--- src/rtl/vmac_array_seq_if.sv ---
// Byte-bus interface for vmac_array_seq: op/addr/data_in from the pin decode,
// readout slice and status flags back.
interface vmac_array_seq_if #(
  parameter int DATA_W = 8,
  parameter int ADDR_W = 6
);
  logic [1:0]        op;
  logic [ADDR_W-1:0] addr;
  logic [DATA_W-1:0] data_in;
  logic [DATA_W-1:0] data_out;
  logic              busy;
  logic              done;
  logic              ovf;

  modport master (output op, addr, data_in, input data_out, busy, done, ovf);
  modport slave  (input op, addr, data_in, output data_out, busy, done, ovf);
endinterface

--- src/rtl/vmac_array_seq.sv ---
// Sequential LANES-wide multiply-accumulate: one lane per cycle through a single
// multiplier into an ACC_W accumulator. Define VMAC_SIGNED_EN for two's-complement mode.
module vmac_array_seq #(
  parameter int DATA_W = 8,
  parameter int LANES  = 8,
  parameter int ADDR_W = 6,
  parameter int ACC_W  = 24
) (
  input logic           clk,
  input logic           rst_n,
  vmac_array_seq_if.slave bus
);
  localparam int IDX_W  = $clog2(LANES);
  localparam int SLICES = ACC_W / DATA_W;
  localparam int PROD_W = 2 * DATA_W;

  typedef enum logic [1:0] {IDLE = 2'd0, RUN = 2'd1, DONE = 2'd2} state_t;
  state_t state_reg, state_next;

  logic [DATA_W-1:0] w_reg [LANES];
  logic [DATA_W-1:0] a_reg [LANES];
  logic [IDX_W-1:0]  idx_reg;
  logic [ACC_W-1:0]  acc_reg;
  logic              ovf_reg;
  logic [DATA_W-1:0] data_out_reg;

  logic              accept, wr_w, wr_a, start, rd, last_lane;
  logic [LANES-1:0]  lane_hit;
  logic [DATA_W-1:0] acc_slice [SLICES];
  logic [DATA_W-1:0] slice_sel;
  logic [DATA_W-1:0] w_cur, a_cur;
  logic [ACC_W-1:0]  acc_next;
  logic              step_ovf;

  // Ops are only decoded outside RUN; DONE behaves like IDLE for back-to-back use.
  assign accept    = (state_reg != RUN);
  assign wr_w      = accept && (bus.op == 2'b00);
  assign wr_a      = accept && (bus.op == 2'b01);
  assign start     = accept && (bus.op == 2'b10);
  assign rd        = accept && (bus.op == 2'b11);
  assign last_lane = (idx_reg == IDX_W'(LANES - 1));

  genvar gi;
  generate
    for (gi = 0; gi < LANES; gi++) begin : g_lane
      assign lane_hit[gi] = (bus.addr == ADDR_W'(gi));
    end
    for (gi = 0; gi < SLICES; gi++) begin : g_slice
      assign acc_slice[gi] = acc_reg[gi*DATA_W +: DATA_W];
    end
  endgenerate

  always_comb begin
    slice_sel = '0;
    for (int i = 0; i < SLICES; i++) begin
      if (bus.addr == ADDR_W'(i)) slice_sel = acc_slice[i];
    end
  end

  assign w_cur = w_reg[idx_reg];
  assign a_cur = a_reg[idx_reg];

`ifdef VMAC_SIGNED_EN
  logic signed [PROD_W-1:0] prod;
  logic [ACC_W-1:0]         prod_ext;
  assign prod     = PROD_W'($signed(w_cur)) * PROD_W'($signed(a_cur));
  assign prod_ext = ACC_W'(prod);
  assign acc_next = acc_reg + prod_ext;
  // Signed overflow: addends share a sign that the result does not.
  assign step_ovf = (acc_reg[ACC_W-1] == prod_ext[ACC_W-1]) &&
                    (acc_next[ACC_W-1] != acc_reg[ACC_W-1]);
`else
  logic [PROD_W-1:0] prod;
  logic [ACC_W:0]    sum_wide;
  assign prod     = PROD_W'(w_cur) * PROD_W'(a_cur);
  assign sum_wide = {1'b0, acc_reg} + (ACC_W + 1)'(prod);
  assign acc_next = sum_wide[ACC_W-1:0];
  assign step_ovf = sum_wide[ACC_W];
`endif

  always_ff @(posedge clk) begin
    if (!rst_n) state_reg <= IDLE;
    else        state_reg <= state_next;
  end

  always_comb begin
    state_next = state_reg;
    case (state_reg)
      RUN:     if (last_lane) state_next = DONE;
      default: state_next = start ? RUN : IDLE;
    endcase
  end

  always_ff @(posedge clk) begin
    if (!rst_n) begin
      for (int i = 0; i < LANES; i++) begin
        w_reg[i] <= '0;
        a_reg[i] <= '0;
      end
      idx_reg      <= '0;
      acc_reg      <= '0;
      ovf_reg      <= 1'b0;
      data_out_reg <= '0;
    end else if (state_reg == RUN) begin
      acc_reg <= acc_next;
      idx_reg <= idx_reg + IDX_W'(1);
      if (step_ovf) ovf_reg <= 1'b1;
    end else begin
      for (int i = 0; i < LANES; i++) begin
        if (wr_w && lane_hit[i]) w_reg[i] <= bus.data_in;
        if (wr_a && lane_hit[i]) a_reg[i] <= bus.data_in;
      end
      if (start) begin
        idx_reg <= '0;
        if (bus.addr[0]) begin
          acc_reg <= '0;
          ovf_reg <= 1'b0;
        end
      end
      if (rd) data_out_reg <= slice_sel;
    end
  end

  assign bus.data_out = data_out_reg;
  assign bus.busy     = (state_reg == RUN);
  assign bus.done     = (state_reg == DONE);
  assign bus.ovf      = ovf_reg;
endmodule

--- src/flat_wrapper.sv ---
// flat-port wrapper written by rule: the top's interface ports become plain ports
module vmac_array_seq_flat 
#(
  parameter int DATA_W = 8,
  parameter int LANES  = 8,
  parameter int ADDR_W = 6,
  parameter int ACC_W  = 24
)
  (clk, rst_n, bus_op, bus_addr, bus_data_in, bus_data_out, bus_busy, bus_done, bus_ovf);
  vmac_array_seq_if #(.DATA_W(DATA_W), .ADDR_W(ADDR_W)) bus_i ();
  input logic clk;
  input logic rst_n;
  input wire logic [$bits(bus_i.op)-1:0] bus_op;
  input wire logic [$bits(bus_i.addr)-1:0] bus_addr;
  input wire logic [$bits(bus_i.data_in)-1:0] bus_data_in;
  output wire logic [$bits(bus_i.data_out)-1:0] bus_data_out;
  output wire logic [$bits(bus_i.busy)-1:0] bus_busy;
  output wire logic [$bits(bus_i.done)-1:0] bus_done;
  output wire logic [$bits(bus_i.ovf)-1:0] bus_ovf;
  assign bus_i.op = bus_op;
  assign bus_i.addr = bus_addr;
  assign bus_i.data_in = bus_data_in;
  assign bus_data_out = bus_i.data_out;
  assign bus_busy = bus_i.busy;
  assign bus_done = bus_i.done;
  assign bus_ovf = bus_i.ovf;
  vmac_array_seq #(.DATA_W(DATA_W), .LANES(LANES), .ADDR_W(ADDR_W), .ACC_W(ACC_W)) u_core (.clk(clk), .rst_n(rst_n), .bus(bus_i));
endmodule
--- config.mk ---
export PLATFORM = sky130hd
export DESIGN_NAME = vmac_array_seq_flat
export DESIGN_NICKNAME = d
export VERILOG_FILES = /design/src/rtl/vmac_array_seq_if.sv /design/src/rtl/vmac_array_seq.sv /design/src/flat_wrapper.sv
export SDC_FILE = /design/constraint.sdc
export NUM_CORES = 1
export LEC_CHECK = 0
export BUFFER_PORTS_ARGS = -buffer_cell sky130_fd_sc_hd__buf_2
export CORE_UTILIZATION = 50
export CTS_CLUSTER_SIZE = 28
export DETAILED_ROUTE_END_ITERATION = 12
export PLACE_DENSITY = 0.74
export SYNTH_ARGS = -nofsm -noshare
export SYNTH_HDL_FRONTEND = slang
export SYNTH_SLANG_ARGS = --single-unit
--- constraint.sdc ---
create_clock -name clk -period 5.5 [get_ports clk]
set_input_delay 0.275 -clock clk [delete_from_list [all_inputs] [get_ports clk]]
set_output_delay 0.275 -clock clk [all_outputs]
set_load 0.1 [all_outputs]
# After elaboration in Yosys (flattened, before gate mapping)
# Memory sizes are Yosys's and may differ from the RTL's. A register that Yosys moved wholly into a read port is not among the register bits.
# Index checks and enable logic that the tools add are counted.
[word_totals] n_memories=2 mem_bits_ro=0 reg_bits=38 latch_bits=0 ramBits=128 input_bits=18
[op_classes] mux=100 n_reduce_logical=27 shift=0 n_eq_ne=16 bitwise_logic=17 n_addsub=2 mul=1 n_div=0 magnitude_cmp=0
[memory_table] memory="u_core.a_reg" words=8 width=8 rd=1 rd_ports_with_merged_regs=1 write_ports=8 line_no="vmac_array_seq.sv:21" source="logic [DATA_W-1:0] a_reg [LANES];"
[memory_table] memory="u_core.w_reg" words=8 width=8 rd=1 rd_ports_with_merged_regs=1 write_ports=8 line_no="vmac_array_seq.sv:20" source="logic [DATA_W-1:0] w_reg [LANES];"
[op_table] cell="$mux W8" n=19
[op_table] cell="$mux W24" n=3
[op_table] cell="$mux W1" n=70
[op_table] cell="$add A24 B16 Y25" n=1
[op_table] cell="$eq A6 B3 Y1 const B" n=4
[op_table] cell="$logic_and A1 B1 Y1" n=20
[op_table] cell="$mux W3" n=6
[op_table] cell="$mul A8 B8 Y16" n=1
[op_table] cell="$or A1 B1 Y1" n=16
[op_table] cell="$eq A6 B2 Y1 const B" n=2
[op_table] cell="$eq A2 B2 Y1 const B" n=3
[op_table] cell="$eq A6 B1 Y1 const B" n=1
[op_table] cell="$logic_not A6 Y1" n=1
[op_table] cell="$ne A2 B1 Y1 const B" n=3
[op_table] cell="$eq A2 B1 Y1 const B" n=2
[op_table] cell="$mux W2" n=2
[op_table] cell="$reduce_and A2 Y1" n=2
[op_table] cell="$reduce_bool A2 Y1" n=2
[op_table] cell="$add A3 B1 Y3 const B" n=1
[op_table] cell="$eq A3 B3 Y1 const B" n=1
[op_table] cell="$reduce_and A3 Y1" n=1
[op_table] cell="$logic_not A2 Y1" n=1
[op_table] cell="$not A1 Y1" n=1

# Depth between registers and ports, before layout
# Gate-level depths: netlist of run 1.
[logic_depth] word_depth=8 ltp_mapped=21 ltp_nobuf=19

# Worst setup path after synthesis of run 1
# Ideal clock, no wire load.
[synth_timing] kind="flip-flop to flip-flop" start="register with a tool-made name" end="register u_core.acc_reg[20]" synth_period_minus_slack_ps=5198 required_ps=5384 path_buffers=2 arrival_ps=5081 path_slack_ps=302 path_stages_with_launch=21 path_cell_list="dfxtp_1 buf_6 buf_8 mux4_2 mux2i_4 nor2_1 fa_1 inv_1 fa_1 inv_1 fa_1 inv_1 fa_1 inv_1 ha_1 a21oi_1 o21ai_2 a31oi_2 o21ai_2 o211a_1 o211a_1"
[synth_rtl] element="end signal, assigned" line_no="vmac_array_seq.sv:105" source="acc_reg <= acc_next;"
[synth_rtl] element="end, declared" line_no="vmac_array_seq.sv:23" source="logic [ACC_W-1:0] acc_reg;"

==> results.md, run 1 <==
* Crit Reg-Reg Endpoint: u_core.acc_reg[23]
* Mapped Nets at around 990
* Cell taking the most area after synthesis: edfxtp_1
* Max Cap Viol at 0
* Row count at 51
* CTS root buffer: clkbuf_16
* Unique cell type count in the Yosys netlist at 61
* RD Place Congestion at 0.8980
* Post-DR wirelength/cell at roughly 20 um
* Worst Setup End Kind: register
* Vias in the first global route at approximately 6600
* Mux cell area share after synthesis at between 10% and 20%
* Most common cell after layout, fill and taps aside: nor2_1
* Dpl ws at roughly 95 ps
* Drt first pass iters at 5
* Warnings, synthesis at 0
* Core area at between 15000 and 20000 um2
* DIE AREA at roughly 21000 um2
* Int Pwr at roughly 2.4 mW
* Number of synthesized flops with an enable pin at roughly 130
* Syn Std Cell Area at a little over 10000 um2
* Required @ worst endpoint at approximately 5800 ps
* Reg2Reg Setup Slack at roughly 230 ps
* Die height at approximately 140 um
* Flop pwr share at 41.1%
* 1st-iter DRT viols at approximately 600
* Peak supply drop at 0.0002363 V
* Most frequent CP cell: fa_1
* Gate power share at between 20% and 30%
* Status: finished, final reports clean
* HPWL after detailed placement at approximately 17000 um
* Main combinational cell family by area after synthesis: adder cells
* I/O pin total at 29
* Grt total ovfl at 0
* CP max FO at 16
* Hold endpoint: u_core.bus.ovf
* First-pass GRT wire length at 36880 um
* Clock latency on the worst-skew pair at between 400 and 500 ps
* Synth area leaders: edfxtp_1 38%, fa_1 9.9%, dfxtp_1 8.1%
* Ys async rst share at 0%
* Fin. Hold Viols at 0
* Area share of the largest cell type after synthesis at 37.90%
* Adder-Cell Fraction of Synth Area at around 15%
* Number of setup violations in the final report at 0
* Mean Syn Cell Area at 11.58 um2
* Skew final at 12.06 ps
* Sw power at around 1.2 mW
* All-Layer GR Usage at 24.34%
* H-tree levels at 4
* # nets final at roughly 1000
* Hold Path Origin: bus_addr[0]
* Startpoint Class: register
* Slowest CP cell: mux4_2
* RSZ-0062 raised after global routing: no
* Final Max Tran Viols at 0
* Area Growth Syn to Fin at 11.03%
* Ant. Diodes at 0
* Clock share of power at 32.3%
* Gate Count Post-Synth at 876
* Num CTS Buffers at 17
* Commonest non-fill, non-tap cells in the layout: 149 x nor2_1, 128 x edfxtp_1, 106 x inv_1
* Compound-Gate Fraction of Synth Area at roughly 6.8%
* Die W at approximately 140 um
* Setup_tns at 0 ps
* CP bufs+invs at 5
* Pleak at around 4.7 nW
* CP top delay family: adder cells
* Seq/Total Area, Yosys at 45.99%
* Fmax at roughly 190 MHz
* CTS clk-pin slew, worst paths at approximately 70 ps
* Routed WL at 23390 um
* Pin count of the biggest net entering global routing at 60
* Cell chain of the critical path: buf_12 > mux4_2 > mux2i_4 > buf_4 > nor2_1 > fa_1 > fa_1 > fa_1 > inv_1 > fa_1 > inv_1 > ha_1 > o21ai_0 > a21oi_1 > o31ai_1 > a21oi_2 > buf_4 > nand4_1 > mux2i_1
* Main synth FF type: edfxtp_1
* Critical Path AT at approximately 5600 ps
* Fin worst setup slack at between 200 and 250 ps
* CP peak stage delay at roughly 560 ps
* PD cells at 316.7 nW/um2
* Sink Count at around 170
* Post-Place Cells at 1155
* Core Util, Final at approximately 57%
* Reg2Reg Depth at 19
* Slew headroom at a little over two fifths
* CTS tree: built
* Share of cells above drive strength 1 at 17.17%
* Min Clock Period, post-route at approximately 5300 ps
* Overall power at approximately 3.6 mW
* # DRC at 0
* Actual slew at the worst max-slew pin at ~870 ps
* Post-route ant nets at 0
* Initial Utilization at between 50 and 60%
* Post-Synth Simple-Gate Area at 14.15%
* Initial antenna violation count at 0
* CTS max path bufs at 2
* Hold Path Class: input pin to register
* Post-synthesis xor/xnor area fraction at ~1.0%
* Cts hold-fix bufs at 0
* #FFs+latches synth at 169
* DR vias at roughly 6700
* Vias/cell at approximately 5.6
* Critical path class: register to register
* Final Cycle Share at a little over nine tenths
* Number of port buffers at 28
* Final std cells w/o fill at approximately 1200
* Hold path depth at 4
* Switching portion of total power at roughly a third
worst min-delay path: stages:
cell      delay [ps]
buf_2            150
nand3_1          160
nand2_1          100
a21boi_0          70
how the worst max path moves through the flow:
stage,start,to,slack [ps],cells after the start
after floorplan,register,u_core.acc_reg[20],300,20
after global placement,register,u_core.acc_reg[20],170,19
after detailed placement,register,u_core.acc_reg[20],90,19
after CTS,register,u_core.acc_reg[20],70,19
after global routing,register,u_core.acc_reg[13],0.1,18
final,register,u_core.acc_reg[23],230,19
synth_stat cells, types with 11 or more instances:
cell,instances
nor2_1,149
mux2i_4,14
nand2_1,66
buf_2,13
o21ai_0,16
ha_1,43
nor2b_1,16
dfxtp_1,41
a21oi_1,16
fa_1,50
a22oi_1,22
edfxtp_1,128
nand3_1,19
clkbuf_1,17
nand2b_1,15
mux4_2,32
inv_1,106
o211a_1,11
through the flow:
stage | hold WS (ps) | area (um2)
2_1_floorplan | 442.5 | 10140
5_1_grt | 391.5 | 11260
4_1_cts | 358.8 | 11190
3_5_place_dp | 483.8 | 10620
6_report | 370.3 | 11260
3_3_place_gp | 474.1 | 10620
what timing repair did:
item                       in CTS  in global routing
setup endpoints to repair       0                 11
resized for setup               0                  7
buffers inserted                0                  4
power groups by stage:
| stage | Clock (mW) | Sequential (mW) | Combinational [mW] |
|---|---|---|---|
| floorplan | 0 | 1.50 | 0.655 |
| global placement | 0 | 1.49 | 0.887 |
| detailed placement | 0 | 1.49 | 0.902 |
| CTS | 1.16 | 1.46 | 0.911 |
| global route | 1.21 | 1.47 | 1.05 |
| finish | 1.15 | 1.47 | 0.947 |
cell type report:
type | count | area [um2]
tap | 265 | 331.6
fill | 1671 | 8393
sequential | 169 | 4667
inverter | 108 | 405.4
clock inverter | 15 | 140.1
clock buffer | 17 | 425.4
timing repair buffer | 55 | 392.9
multi-input combinational | 562 | 4898
routing by layer:
layer | wire (um) | up-vias | GRT usage, %
met5 | 0 | - | 0
met4 | 504 | 0 | 9.197
met3 | 1285 | 39 | 4.437
met2 | 11970 | 211 | 41.09
met1 | 9620 | 3335 | 31.20
li1 | - | 3081 | -
cell families after synthesis:
logic type,count (synthesis)
simple gates,311
mux,50
fa+ha+maj,93
compound gates,96
buf+inv,145
xor+xnor,12
flops,169
(Power assumes the default switching activity.)
==> run 2: changes to the inputs <==
--- a/config.mk
+++ b/config.mk
@@ -6,9 +6,10 @@
 export NUM_CORES = 1
 export LEC_CHECK = 0
-export BUFFER_PORTS_ARGS = -buffer_cell sky130_fd_sc_hd__buf_2
+export BUFFER_PORTS_ARGS = -buffer_cell sky130_fd_sc_hd__buf_4
 export CORE_UTILIZATION = 50
 export CTS_CLUSTER_SIZE = 28
 export DETAILED_ROUTE_END_ITERATION = 12
 export PLACE_DENSITY = 0.74
+export RECOVER_POWER = 25
 export SYNTH_ARGS = -nofsm -noshare
 export SYNTH_HDL_FRONTEND = slang
==> constraint.sdc (replaced) <==
create_clock -name clk -period 5.5 [get_ports clk]
set_input_delay 0.55 -clock clk [delete_from_list [all_inputs] [get_ports clk]]
set_output_delay 0.55 -clock clk [all_outputs]
set_load 0.1 [all_outputs]
==> run 2 against run 1 <==
The run now ends with capacitance limit, slew limit left; non-clock buffer count grew 1; design area grew 0.89%; count of clock-buffer cells in the layout is the same; flip-flop and latch count is the same; hold slack gained 130 ps; highest routed layer unchanged.
==> results.md, run 2 (same netlist as run 1, synthesis figures left out) <==
* Drt first pass iters at 5
* Initial Utilization at between 50% and 60%
* CP max FO at 11
* Final Cycle Share at 96.70%
* Failing checks: capacitance limit, slew limit
* 1st-iter DRT viols at between 500 and 600
* Pin count of the biggest net entering global routing at 60
* Critical Path AT at roughly 5700 ps
* Row count at 51
* Peak supply drop at approximately 0.00029 V
* Commonest non-fill, non-tap cells in the layout: 149 x nor2_1, 128 x edfxtp_1, 107 x inv_1
* Startpoint Class: register
* Vias/cell at approximately 5.6
* Core area at 19650 um2
* Post-DR wirelength/cell at 19.62 um
* Number of setup violations in the final report at 0
* Die W at roughly 140 um
* Initial antenna violation count at 0
* Vias in the first global route at between 6000 and 7000
* Fin. Hold Viols at 0
* Max Cap Viol at 1
* I/O pin total at 29
* CTS tree: built
* HPWL after detailed placement at roughly 17000 um
* # DRC at 0
* Status: complete, but fails checks
* Fmax at 188.0 MHz
* Number of port buffers at 28
* Critical path class: register to register
* Post-route ant nets at 0
* Hold Path Class: register to register
* Die height at about 140 um
* Min Clock Period, post-route at roughly 5300 ps
* First-pass GRT wire length at roughly 37000 um
* Grt total ovfl at 0
* Num CTS Buffers at 17
* CTS clk-pin slew, worst paths at 70 ps
* Core Util, Final at between 50% and 60%
* CTS max path bufs at 2
* Slew headroom at -68.61%
* Setup_tns at 0 ps
* RD Place Congestion at ~0.89
* Clock latency on the worst-skew pair at 440 ps
* Routed WL at about 23000 um
* Most common cell after layout, fill and taps aside: nor2_1
* Sink Count at 169
* DR vias at roughly 6700
* Overall power at 3.672 mW
* CTS root buffer: clkbuf_16
* Pleak at about 4.7 nW
* Actual slew at the worst max-slew pin at 2529 ps
* Final Max Tran Viols at 60
* Worst Setup End Kind: register
* Area Growth Syn to Fin at 12.02%
* Hold Path Origin: u_core.bus.data_out[7]
* Dpl cell area at about 11000 um2
* DIE AREA at ~21000 um2
* PD cells at 323.2 nW/um2
* All-Layer GR Usage at 24.21%
* Share of cells above drive strength 1 at 15.97%
* # nets final at between 1000 and 1500
* Ant. Diodes at 0
* H-tree levels at 4
* Required @ worst endpoint at approximately 5900 ps
* Layout Cell Area excl Fill at around 11000 um2
* Skew final at between 15 and 20 ps
[run 2: repair_timing]
item                                    4_1_cts  5_1_grt
setup buffers                                 0        6
hold endpoints to repair                      0        0
gates resized for setup                       0        9
hold buffers                                  0        0
endpoints found under the setup margin        0       13
[run 2: area by class of cell]
class                   count  area (um2)
fillers                  1648        8293
well taps                 265       331.6
flip-flops and latches    169        4669
inverters                 108       405.4
repair buffers             56       434.2
clock buffers              17       425.4
clock inverters            15       175.2
multi-input cells         562        4920
[run 2: where the power goes]
| group | internal [mW] | total (mW) | switching, mW |
|---|---|---|---|
| logic | 0.376 | 0.983 | 0.606 |
| clock network | 0.714 | 1.22 | 0.510 |
| registers | 1.43 | 1.47 | 0.0345 |
[run 2: layer usage]
metal | vias up | global-route usage [%] | wire length [um]
met3 | 39 | 5.000 | 1511
met4 | 0 | 6.316 | 451
li1 | 3079 | - | -
met5 | - | 0 | 0
met2 | 255 | 41.42 | 12110
met1 | 3318 | 31.33 | 9311
[run 2: path summary, 6_finish.rpt]
| path | to | cells after the start | slack (ps) |
|---|---|---|---|
| max reg2reg | u_core.acc_reg[22] | 18 | 180 |
| min reg2reg | u_core.bus.data_out[7] | 1 | 500 |
| max | u_core.acc_reg[22] | 18 | 180 |
| min | u_core.bus.data_out[7] | 1 | 500 |
[run 2: through the flow]
stage | std cells | setup WS, ps | hold WS [ps]
detailed placement | 1153 | 46.44 | 489.7
global route | 1192 | -30.99 | 526.6
global placement | 1153 | 131.3 | 483.3
finish | 1192 | 181.7 | 497.3
floorplan | 876 | 302.4 | 442.5
CTS | 1185 | 52.60 | 502.1
[run 2: critical path: stages, from the launching register on]
cell       delay, ps
dfxtp_4          410
clkbuf_16        210
mux4_2           560
mux2i_4          230
buf_4            170
nor2_1            60
fa_1             480
fa_1             520
inv_1             60
fa_1             450
fa_1             490
inv_1             40
ha_1             360
a21oi_1          240
o21ai_1          160
a2111oi_4        380
nor2_1           120
nand4_1          130
mux2i_1          180
